`config.mk`:
```
export PLATFORM = sky130hd
export DESIGN_NAME = control_sequencer
export DESIGN_NICKNAME = d
export VERILOG_FILES = /design/src/rtl/cpu_ctrl_pkg.sv /design/src/rtl/ir_decoder.sv /design/src/rtl/control_sequencer.sv
export SDC_FILE = /design/constraint.sdc
export NUM_CORES = 1
export LEC_CHECK = 0
export BUFFER_PORTS_ARGS = -buffer_cell sky130_fd_sc_hd__clkbuf_2
export CELL_PAD_IN_SITES_DETAIL_PLACEMENT = 0
export CELL_PAD_IN_SITES_GLOBAL_PLACEMENT = 1
export CORE_UTILIZATION = 27
export DETAILED_ROUTE_END_ITERATION = 8
export PLACE_DENSITY = 0.91
export SKIP_CTS_REPAIR_TIMING = 1
export SLEW_MARGIN = 25
export SYNTH_ARGS = -nofsm -noshare
export SYNTH_HDL_FRONTEND = slang
export SYNTH_SLANG_ARGS = --single-unit
```
`constraint.sdc`:
```
create_clock -name clock -period 3.3 [get_ports clock]
set_clock_uncertainty 0.1 [all_clocks]
set_input_delay 0.165 -clock clock [delete_from_list [all_inputs] [get_ports clock]]
set_output_delay 0.165 -clock clock [all_outputs]
set_load 0.02 [all_outputs]
```
`src/rtl/cpu_ctrl_pkg.sv`:
```
// Shared types and constants for the hardwired control sequencer: state encoding,
// instruction opcodes, IR field positions and the decoded opcode class.
package cpu_ctrl_pkg;

  typedef enum logic [3:0] {
    StReset,
    StT0,
    StT1,
    StT2,
    StT3,
    StT4,
    StT5,
    StT6,
    StHalt
  } state_e;

  localparam logic [4:0] OpAdd  = 5'b00011;
  localparam logic [4:0] OpSub  = 5'b00100;
  localparam logic [4:0] OpAnd  = 5'b00101;
  localparam logic [4:0] OpOr   = 5'b00110;
  localparam logic [4:0] OpRor  = 5'b00111;
  localparam logic [4:0] OpRol  = 5'b01000;
  localparam logic [4:0] OpShr  = 5'b01001;
  localparam logic [4:0] OpShra = 5'b01010;
  localparam logic [4:0] OpShl  = 5'b01011;
  localparam logic [4:0] OpMul  = 5'b01111;
  localparam logic [4:0] OpDiv  = 5'b10000;
  localparam logic [4:0] OpNeg  = 5'b10001;
  localparam logic [4:0] OpNot  = 5'b10010;
  localparam logic [4:0] OpNop  = 5'b11010;
  localparam logic [4:0] OpHalt = 5'b11011;

  localparam int unsigned OpcodeMsb = 31;
  localparam int unsigned OpcodeLsb = 27;
  localparam int unsigned RaMsb     = 26;
  localparam int unsigned RaLsb     = 23;
  localparam int unsigned RbMsb     = 22;
  localparam int unsigned RbLsb     = 19;
  localparam int unsigned RcMsb     = 18;
  localparam int unsigned RcLsb     = 15;

  typedef struct packed {
    logic binary;
    logic unary;
    logic muldiv;
    logic nop;
    logic halt;
    logic illegal;
  } op_class_t;

  function automatic logic [15:0] onehot16(input logic [3:0] idx);
    return 16'h0001 << idx;
  endfunction

endpackage

```
`src/rtl/ir_decoder.sv`:
```
// Combinational IR decode: opcode class and one-hot Ra/Rb/Rc register selects.
// Optional macro MULDIV_EN: when undefined, mul/div decode as illegal.
module ir_decoder
  import cpu_ctrl_pkg::*;
(
  input  logic [31:0] ir,
  output op_class_t   op_class,
  output logic [4:0]  alu_op,
  output logic [15:0] ra_oh,
  output logic [15:0] rb_oh,
  output logic [15:0] rc_oh
);

  // The low IR bits carry immediates for instruction classes this unit does not handle.
  logic unused_ir_low;
  assign unused_ir_low = ^ir[RcLsb-1:0];

  assign alu_op = ir[OpcodeMsb:OpcodeLsb];
  assign ra_oh  = onehot16(ir[RaMsb:RaLsb]);
  assign rb_oh  = onehot16(ir[RbMsb:RbLsb]);
  assign rc_oh  = onehot16(ir[RcMsb:RcLsb]);

  always_comb begin
    op_class = '0;
    case (alu_op)
      OpAdd, OpSub, OpAnd, OpOr, OpRor, OpRol, OpShr, OpShra, OpShl: op_class.binary = 1'b1;
      OpMul, OpDiv: begin
`ifdef MULDIV_EN
        op_class.muldiv = 1'b1;
`else
        op_class.illegal = 1'b1;
`endif
      end
      OpNeg, OpNot: op_class.unary   = 1'b1;
      OpNop:        op_class.nop     = 1'b1;
      OpHalt:       op_class.halt    = 1'b1;
      default:      op_class.illegal = 1'b1;
    endcase
  end

endmodule

```
`src/rtl/control_sequencer.sv`:
```
// Hardwired control unit: fetch plus T0..T6 execute sequencing, Moore-decoded strobes.
// Optional macro MULDIV_EN enables the mul/div T4->T5->T6 sequence and HI/LO strobes.
module control_sequencer
  import cpu_ctrl_pkg::*;
(
  input  logic        clock,
  input  logic        clear,
  input  logic [31:0] ir,
  input  logic        mem_rdy,
  output logic        PCout,
  output logic        Zhighout,
  output logic        Zlowout,
  output logic        MDRout,
  output logic        MARin,
  output logic        PCin,
  output logic        MDRin,
  output logic        IRin,
  output logic        Yin,
  output logic        HIin,
  output logic        LOin,
  output logic        ZHighIn,
  output logic        ZLowIn,
  output logic        IncPC,
  output logic        Read,
  output logic [15:0] r_in,
  output logic [15:0] r_out,
  output logic [4:0]  opcode,
  output logic        running,
  output logic        illegal
);

  state_e      state_q, state_d;
  op_class_t   op_class;
  logic [4:0]  alu_op;
  logic [15:0] ra_oh, rb_oh, rc_oh;

  ir_decoder u_ir_decoder (
    .ir       (ir),
    .op_class (op_class),
    .alu_op   (alu_op),
    .ra_oh    (ra_oh),
    .rb_oh    (rb_oh),
    .rc_oh    (rc_oh)
  );

  always_ff @(posedge clock or posedge clear) begin
    if (clear) begin
      state_q <= StReset;
    end else begin
      state_q <= state_d;
    end
  end

  always_comb begin
    state_d  = state_q;
    PCout    = 1'b0;
    Zhighout = 1'b0;
    Zlowout  = 1'b0;
    MDRout   = 1'b0;
    MARin    = 1'b0;
    PCin     = 1'b0;
    MDRin    = 1'b0;
    IRin     = 1'b0;
    Yin      = 1'b0;
    HIin     = 1'b0;
    LOin     = 1'b0;
    ZHighIn  = 1'b0;
    ZLowIn   = 1'b0;
    IncPC    = 1'b0;
    Read     = 1'b0;
    r_in     = '0;
    r_out    = '0;
    opcode   = '0;
    illegal  = 1'b0;
    running  = (state_q != StReset) && (state_q != StHalt);

    unique case (state_q)
      StReset: state_d = StT0;
      StT0: begin
        PCout   = 1'b1;
        MARin   = 1'b1;
        IncPC   = 1'b1;
        PCin    = 1'b1;
        state_d = StT1;
      end
      StT1: begin
        Read  = 1'b1;
        MDRin = 1'b1;
        if (mem_rdy) state_d = StT2;
      end
      StT2: begin
        MDRout  = 1'b1;
        IRin    = 1'b1;
        state_d = StT3;
      end
      StT3: begin
        if (op_class.binary || op_class.muldiv) begin
          r_out   = rb_oh;
          Yin     = 1'b1;
          state_d = StT4;
        end else if (op_class.unary) begin
          r_out   = rb_oh;
          opcode  = alu_op;
          ZLowIn  = 1'b1;
          state_d = StT5;
        end else if (op_class.halt) begin
          state_d = StHalt;
        end else begin
          // Unsupported opcodes flag once and otherwise behave as nop.
          illegal = op_class.illegal;
          state_d = StT0;
        end
      end
      StT4: begin
        r_out  = rc_oh;
        opcode = alu_op;
        ZLowIn = 1'b1;
`ifdef MULDIV_EN
        ZHighIn = op_class.muldiv;
`endif
        state_d = StT5;
      end
      StT5: begin
        Zlowout = 1'b1;
        r_in    = ra_oh;
        state_d = StT0;
`ifdef MULDIV_EN
        if (op_class.muldiv) begin
          r_in    = '0;
          LOin    = 1'b1;
          state_d = StT6;
        end
`endif
      end
      StT6: begin
`ifdef MULDIV_EN
        Zhighout = 1'b1;
        HIin     = 1'b1;
`endif
        state_d = StT0;
      end
      StHalt:  state_d = StHalt;
      default: state_d = StReset;
    endcase
  end

endmodule
```
==> impl_metrics.json <==
{
  "status": "finished, final reports clean",
  "synth_compound_area_share_pct": 25.11,
  "viasPerCell": 5.238,
  "arrival_ps": 2340,
  "finalSetupTns_ps": 0,
  "post_dp_cell_area_sq_um": 1380,
  "cts_tree": "done",
  "max_cap_violations": 0,
  "path_max_fanout": 13,
  "leakagePower_uw": 0.0006492,
  "fin_crit_sh_pct": 78.83,
  "first_global_vias": 1211,
  "synthCells": 167,
  "finalSetupViolCount": 0,
  "multi_input_area_sq_um": 859.6,
  "synthArstFlopShare_pct": 100.0,
  "drt-initial-drc-count": 99,
  "rsz0062_at_grt": "no",
  "hold_viol_final": 0,
  "ctsHtreeMaxLevel": 1,
  "place_congestion": 0.9557,
  "critPathRequiredTime_ps": 3030,
  "reg2reg_to": "state_q[1]$_DFFE_PP0P_",
  "io-pin-count": 89,
  "power_uw": 595.7,
  "nFillCells": 411,
  "drt-pass1-iter-count": 4,
  "synthXorXnorAreaFrac_pct": 1.598,
  "ys_warn_count": 0,
  "clkTransAtPathRegs_ps": 30,
  "drt_wl_total_um": 3248,
  "ys.flop_type": "dfrtp_1",
  "fmax_mhz": 384.4,
  "grt_start_max_net_pins": 17,
  "cts-buffers-inserted": 3,
  "root_buffer": "clkbuf_8",
  "powerDensity_nw_per_um2": 416.2,
  "cp-endpoint": "r_out[2]",
  "end_kind": "output pin",
  "floorplan.initialDensity_pct": 29.06,
  "startpoint_type": "flip-flop",
  "fp.dieH_um": 65.72,
  "synth.distinct_cells": 46,
  "drive_gt1_share_pct": 36.65,
  "clkLatencyLatePin_ps": 220,
  "antenna_left": 0,
  "dieArea_sq_um": 4318,
  "synth_edf_count": 0,
  "startpoint": "state_q[0]$_DFFE_PP0P_",
  "utilization_pct": 37.96,
  "synth_top_family_by_area": "simple AND/OR/NAND/NOR gates",
  "syn_area_per_cell_sq_um": 6.563,
  "final_cell_count_no_fill": 269,
  "seq_area_sq_um": 100.1,
  "track_usage_pct": 14.90,
  "wl_per_cell_um": 12.07,
  "ys_ff_latch": 4,
  "synth_mux_area_share_pct": 0,
  "clock-sinks": 4,
  "syn_area_sq_um": 1096,
  "syn_to_final_growth_pct": 30.59,
  "n_antenna_cell": 0,
  "vias": 1409,
  "io_buffers": 69,
  "dp.cells": 265,
  "top_register": "state_q",
  "worst-r2r-cell-count": 4,
  "die_width_um": 65.72,
  "antenna_found_initial": 0,
  "nets": 258,
  "path_class": "reg -> out",
  "finalCriticalPeriod_ps": 2601,
  "largest_registers": "state_q: 4 flops",
  "num_rows": 22,
  "overflow": 0,
  "remaining_drc_errors": 0,
  "holdPathStages": 4,
  "core_region_area_sq_um": 3771,
  "clockBufferDepth": 2,
  "fin_area_sq_um": 1431,
  "synth-seq-area-share_pct": 9.132,
  "min_path_type": "in -> reg",
  "grt_pass1_wl_um": 5181,
  "largest_reg_flops": 4,
  "peakVddDrop_mv": 0.1348,
  "reg2reg_setup_slack_ps": 1600,
  "drv_slew": 0,
  "dp_hpwl_um": 2526,
  "synth_fa_ha_area_share_pct": 0,
  "synthSimpleGateAreaFrac_pct": 50.34,
  "r2r-start": "state_q[1]$_DFFE_PP0P_"
}
==> final cells by class <==
class,instances,area share (%)
Timing Repair Buffer,70,24.83
Multi-Input combinational cell,140,60.05
Sequential cell,4,6.993
Inverter,4,1.049
Tap cell,48,4.196
Clock buffer,3,2.885
==> worst max-delay path: stages (launching register included) <==
cell,delay (ps)
dfrtp_1,520
or4b_4,640
nor2b_4,290
o211ai_1,180
o31ai_1,270
clkbuf_2,220
==> worst min-delay path by stage <==
stage / startpoint / end / slack [ps]
after CTS: clear / state_q[2]$_DFFE_PP0P_ / -300
after global routing: mem_rdy / state_q[0]$_DFFE_PP0P_ / 240
final: mem_rdy / state_q[0]$_DFFE_PP0P_ / 200
after global placement: clear / state_q[3]$_DFFE_PP0P_ / -70
after floorplan: clear / state_q[0]$_DFFE_PP0P_ / -170
after detailed placement: clear / state_q[3]$_DFFE_PP0P_ / -60
==> synthesized netlist by cell type, drive strengths merged (3+ instances only) <==
master,number,area [sq um]
nand2b,12,75.07
dfrtp,4,100.1
nand2,7,26.28
nor2,22,85.09
nor2b,10,70.06
buf,16,108.9
or3,4,25.02
nand3b,3,22.52
o21ai,9,45.04
clkbuf,6,23.77
o2111ai,3,32.53
o21a,3,22.52
o31ai,3,27.52
nand4,3,18.77
inv,4,15.01
nor3,10,60.06
o22ai,10,62.56
nand3,13,65.06
==> stage by stage <==
step                      setup slack (ps)  hold WS, ps
after detailed placement             976.5       -64.46
final                                698.7        203.5
after global placement               957.0       -73.93
after CTS                            733.6       -295.9
after floorplan                      963.1       -168.9
after global routing                 572.1        237.1
==> power breakdown <==
group          leakage (uW)  internal, uW  switching [uW]
Sequential        0.0000511          66.4            55.4
Combinational      0.000576           139             229
Clock             0.0000216          78.1            28.7
Total              0.000649           283             313
==> kinds of logic after synthesis <==
kind of cell	count (synthesis)
AO/OA/AOI/OAI	39
XOR/XNOR	2
buffers and inverters	26
flip-flops	4
other	1
AND/OR/NAND/NOR	95
==> per-layer routing <==
metal | vias up | GRT usage (%) | part of all wire (%)
li1 | 710 | - | -
met1 | 628 | 18.65 | 42
met2 | 65 | 26.02 | 50
met3 | 6 | 1.042 | 7.2
met4 | 0 | 5.978 | 0.89
met5 | - | 0 | 0
==> placed cells by master, fill, tap and decap left out, types with 3 or more instances in the layout <==
cell type,n
nor2_1,21
conb_1,4
clkbuf_8,3
inv_1,4
nor3_1,8
nand2_1,7
o21ai_0,3
nand3b_1,3
nand4_1,3
nor2b_1,9
clkbuf_2,69
nand3_1,13
nand2b_1,12
or3_1,4
o22ai_1,10
o21a_1,3
o21ai_1,6
dfrtp_1,4
No activity file was read; power rests on OpenSTA's default activity.
